`src/rtl/slt_unit.sv`:
```
// slt_unit: two-stage pipelined set-on-compare unit with valid/ready handshakes.
//
// Stage 1 captures op and both operands. Operand B is already resolved here: the
// sign-extended immediate for SLTI/SLTIU, rt otherwise. Stage 2 captures the
// one-bit result and the illegal flag.
//
// Optional feature macro: SLT_UNIT_EQ_EN
//   defined   -> SEQ (100) and SNE (101) compare for equality / inequality
//   undefined -> 100 and 101 are reserved (rd=0, illegal=1); no equality comparator
//
// Parameters
//   WIDTH      operand/result width, 2..64
//   IMM_WIDTH  immediate width, 1..WIDTH
// Ports
//   clk, reset          clock; asynchronous active-high reset
//   in_valid/in_ready   request handshake (op, rs, rt, imm)
//   out_valid/out_ready result handshake (rd, illegal)
//   rd                  0 or 1, zero-extended to WIDTH
//   illegal             result came from a reserved or compiled-out op

module slt_unit #(
  parameter int unsigned WIDTH     = 16,
  parameter int unsigned IMM_WIDTH = 6
) (
  input  logic                 clk,
  input  logic                 reset,
  input  logic                 in_valid,
  output logic                 in_ready,
  input  logic [2:0]           op,
  input  logic [WIDTH-1:0]     rs,
  input  logic [WIDTH-1:0]     rt,
  input  logic [IMM_WIDTH-1:0] imm,
  output logic                 out_valid,
  input  logic                 out_ready,
  output logic [WIDTH-1:0]     rd,
  output logic                 illegal
);

  localparam logic [2:0] OpSlt   = 3'b000;
  localparam logic [2:0] OpSltu  = 3'b001;
  localparam logic [2:0] OpSlti  = 3'b010;
  localparam logic [2:0] OpSltiu = 3'b011;
  localparam logic [2:0] OpSeq   = 3'b100;
  localparam logic [2:0] OpSne   = 3'b101;

  // Stage 1 state
  logic             s1_valid_q, s1_valid_d;
  logic [2:0]       s1_op_q, s1_op_d;
  logic [WIDTH-1:0] s1_a_q, s1_a_d;
  logic [WIDTH-1:0] s1_b_q, s1_b_d;

  // Stage 2 state
  logic s2_valid_q, s2_valid_d;
  logic s2_res_q, s2_res_d;
  logic s2_ill_q, s2_ill_d;

  // Handshake control
  logic s2_free;
  logic s1_adv;
  logic accept;

  // Stage 2 can take new data when empty or draining this cycle.
  assign s2_free  = !s2_valid_q || out_ready;
  assign s1_adv   = s1_valid_q && s2_free;
  // No dependence on in_valid; forced low while reset is held.
  assign in_ready = !reset && (!s1_valid_q || s2_free);
  assign accept   = in_valid && in_ready;

  // Operand B select; the size cast of a signed value sign-extends the immediate.
  logic [WIDTH-1:0] imm_ext;
  logic [WIDTH-1:0] b_sel;

  assign imm_ext = WIDTH'($signed(imm));

  always_comb begin
    b_sel = rt;
    if (op == OpSlti || op == OpSltiu) begin
      b_sel = imm_ext;
    end
  end

  // Compare logic on stage 1 contents
  logic lt_signed;
  logic lt_unsigned;
  logic res_c;
  logic ill_c;

  assign lt_signed   = $signed(s1_a_q) < $signed(s1_b_q);
  assign lt_unsigned = s1_a_q < s1_b_q;

`ifdef SLT_UNIT_EQ_EN
  logic eq;
  assign eq = (s1_a_q == s1_b_q);
`endif

  always_comb begin
    res_c = 1'b0;
    ill_c = 1'b0;
    case (s1_op_q)
      OpSlt, OpSlti:   res_c = lt_signed;
      OpSltu, OpSltiu: res_c = lt_unsigned;
`ifdef SLT_UNIT_EQ_EN
      OpSeq:           res_c = eq;
      OpSne:           res_c = !eq;
`else
      OpSeq, OpSne:    ill_c = 1'b1;
`endif
      default:         ill_c = 1'b1;
    endcase
  end

  // Next-state logic
  always_comb begin
    s1_valid_d = s1_valid_q;
    s1_op_d    = s1_op_q;
    s1_a_d     = s1_a_q;
    s1_b_d     = s1_b_q;
    s2_valid_d = s2_valid_q;
    s2_res_d   = s2_res_q;
    s2_ill_d   = s2_ill_q;

    if (s2_free) begin
      s2_valid_d = s1_valid_q;
    end
    // Data loads only on a real transfer so an idle pipe keeps its last result.
    if (s1_adv) begin
      s2_res_d = res_c;
      s2_ill_d = ill_c;
    end

    if (accept) begin
      s1_valid_d = 1'b1;
      s1_op_d    = op;
      s1_a_d     = rs;
      s1_b_d     = b_sel;
    end else if (s1_adv) begin
      s1_valid_d = 1'b0;
    end
  end

  always_ff @(posedge clk or posedge reset) begin
    if (reset) begin
      s1_valid_q <= 1'b0;
      s1_op_q    <= 3'b000;
      s1_a_q     <= '0;
      s1_b_q     <= '0;
      s2_valid_q <= 1'b0;
      s2_res_q   <= 1'b0;
      s2_ill_q   <= 1'b0;
    end else begin
      s1_valid_q <= s1_valid_d;
      s1_op_q    <= s1_op_d;
      s1_a_q     <= s1_a_d;
      s1_b_q     <= s1_b_d;
      s2_valid_q <= s2_valid_d;
      s2_res_q   <= s2_res_d;
      s2_ill_q   <= s2_ill_d;
    end
  end

  assign out_valid = s2_valid_q;
  assign rd        = {{(WIDTH-1){1'b0}}, s2_res_q};
  assign illegal   = s2_ill_q;

endmodule

```
`config.mk`:
```
export PLATFORM = sky130hd
export DESIGN_NAME = slt_unit
export DESIGN_NICKNAME = d
export VERILOG_FILES = /design/src/rtl/slt_unit.sv
export SDC_FILE = /design/constraint.sdc
export NUM_CORES = 1
export LEC_CHECK = 0
export CAP_MARGIN = 5
export CORE_UTILIZATION = 40
export DETAILED_ROUTE_END_ITERATION = 8
export DONT_BUFFER_PORTS = 1
export SYNTH_ARGS = -nofsm -noshare
export SYNTH_HDL_FRONTEND = slang
export SYNTH_SLANG_ARGS = --single-unit
```
`constraint.sdc`:
```
create_clock -name clk -period 2.2 [get_ports clk]
set_clock_uncertainty 0.1 [all_clocks]
set_input_delay 0.55 -clock clk [delete_from_list [all_inputs] [get_ports clk]]
set_output_delay 0.55 -clock clk [all_outputs]
set_load 0.05 [all_outputs]
```
==> out/metrics.cfg <==
[run_status]
outcome = complete, no violations

[finish]
areaGrowthSynthToFinish_pct = 4.82
fin_nets = 250
instances_no_fill = 257
fin_area_um2 = 2150
fin_util_pct = 44.6
antenna_cells = 0
drive_above_1_share_pct = 17.4
layout_commonest_cell = dfrtp_1
final_cell_mix = dfrtp_1 (38), mux2_2 (19), inv_1 (19)

[placed_design]
hpwl_um = 2770
place_worst_setup_slack_ps = 224
gp_congestion = 0.796
dpl.cell_count = 250
postPlaceCellArea_um2 = 2070
port_buffers = 0

[floorplanning]
fp.dieH_um = 73.6
initial_core_util_pct = 42.5
row_count = 25
die-width_um = 73.6
dieArea_um2 = 5410
fp.coreArea_um2 = 4820
ios = 64

[timing]
final_hold_viol_count = 0
fin_crit_ps = 1970
rsz0062_at_grt = no
fmax_ghz = 0.507
tightest_slew_ps = 875
worst_slack_ps = 229
finalSetupViolations = 0
fin_setup_tns_ps = 0
finalCritPeriodShare_pct = 89.6
slew_viol_final = 0
slew_headroom_pct = 41.4

[routing]
drc = 0
drt-total-wl_um = 3730
ant_nets = 0
vias_per_cell = 4.99
wl_per_cell_um = 14.5
num_vias = 1283
drt_iter0_markers = 43
drt-pass1-iter-count = 4

[clock_network]
h-tree-depth = 2
path_clk_slew_ps = 70
cts_hold_buf = 0
cts_setup_buffers = 0
clockBufferDepth = 2
root_buffer = clkbuf_8
cts_resized = 0
cts-buffers-inserted = 5
clk_latency_ps = 280
cts.sinks = 38
cts_tree = done

[synth]
ys_types = 29
yosysSeqAreaShare_pct = 46.4
avgSynthCellArea_um2 = 10.9
netlist.top_cell.by_area = dfrtp_1
yosysWarnings = 0
syn_inst = 188
yosysTopAreaCellShare_pct = 46.4
synth-seq-cells = 38
netlist_area_um2 = 2050
ys_top_cells_by_area = dfrtp_1 (46%), mux2_2 (10%), ha_1 (9.2%), buf_4 (5.9%), a211oi_1 (4.4%)

[run]
drv_cap = 0

[setup_path]
ff2ff_setup_slack_ps = 230
r2r_end = s2_res_q$_DFFE_PP0P_
arrival_ps = 2040
r2r_start = s1_a_q[7]$_DFFE_PP0P_
reg2regPathDepth = 6
required_ps = 2270
crit_type = reg -> reg
cp-end-kind = flop
cp-start-kind = flop
slowest_stage = dfrtp_1
path_cells = ha_1 -> and3_2 -> a221oi_2 -> o21ai_1 -> a21o_1 -> a221o_1
path_max_fanout = 2
max_stage_delay_ps = 380

[pwr]
p_per_area_nw_per_um2 = 852
vdd_ir_drop_max_uv = 506
power_leakage_nw = 1.05

[min_path]
hp-class = in -> async

[global_routing]
grt_antenna_before_repair = 0
grt_pass1_vias = 1284
grt_use_total_pct = 15.0
grt_max_degree = 52
grt_pass1_wl_um = 5950
overflow = 0

flip-flops by register name, summed over array words and instances, names as in the netlist:
name	cells
illegal	1
out_valid	1
s1_a_q	16
s1_b_q	16
s1_op_q	2
s1_valid_q	1
s2_res_q	1
stage by stage:
stage	hold WS (ps)	power [mW]
floorplan	350	1.33
global placement	367	1.38
detailed placement	383	1.40
CTS	178	1.85
global route	192	1.96
finish	164	1.83
critical path: cells and delay by family (launching register included):
family,cells,cell delay (ps)
fa+ha+maj,1,320
simple gates,1,230
flops,1,380
compound gates,4,820
routing by layer:
layer / up-vias / wire (µm) / track usage, %
li1: 628 / - / -
met1: 593 / 1640 / 19.3
met2: 54 / 1710 / 22.0
met3: 8 / 293 / 6.31
met4: 0 / 78 / 6.84
met5: - / 0 / 0
synth_stat cells:
cell type  count
nor2_1         2
buf_4         16
buf_2          2
inv_1         19
a221o_1        1
o21ai_1        1
a21o_1         3
and4_1         1
ha_1          15
a211oi_1      12
a21oi_1       15
nand2_1        9
nand4_1        1
nand2b_1       5
and3_2         1
nor4_1         1
dfrtp_1       38
buf_6          2
clkbuf_1       4
a31oi_1        1
a221oi_2       1
a211o_1        2
mux2_2        19
nor2b_1        2
nand2_2        1
conb_1         1
mux2i_1        5
o211ai_1       1
o21ai_0        7
cell type report:
type,instances,area [µm²]
clock buffers,7,76.3
fillers,474,2670
inverters,19,71.3
multi-input cells,121,916
flip-flops and latches,38,951
well taps,67,83.8
repair buffers,5,50.0
report_power, final:
part / leakage (nW) / switching [mW] / internal (mW)
clock network: 0.0383 / 0.224 / 0.218
registers: 0.444 / 0.115 / 0.817
logic: 0.566 / 0.264 / 0.193
kinds of logic (layout without fill, tap and decap cells):
group,after synthesis,count (layout),synth area share (%)
and+or+nand+nor,23,23,5.86
DFF,38,38,46.4
AOI/OAI and AO/OA,44,44,13.9
muxes,24,24,12.9
other,1,15,0.183
buffers and inverters,43,31,11.7
adders and majority gates,15,15,9.16
worst max-delay path by stage:
stage	from	endpoint	slack, ps	cells past startpoint
floorplan	out_valid$_DFFE_PP0N_	s1_b_q[10]$_DFFE_PP0P_	30	6
global placement	s1_a_q[6]$_DFFE_PP0P_	s2_res_q$_DFFE_PP0P_	290	6
detailed placement	s1_a_q[7]$_DFFE_PP0P_	s2_res_q$_DFFE_PP0P_	220	6
CTS	s1_a_q[7]$_DFFE_PP0P_	s2_res_q$_DFFE_PP0P_	220	6
global route	s1_a_q[2]$_DFFE_PP0P_	s2_res_q$_DFFE_PP0P_	110	6
finish	s1_a_q[7]$_DFFE_PP0P_	s2_res_q$_DFFE_PP0P_	230	6
Power figures use the tool's default switching activity.
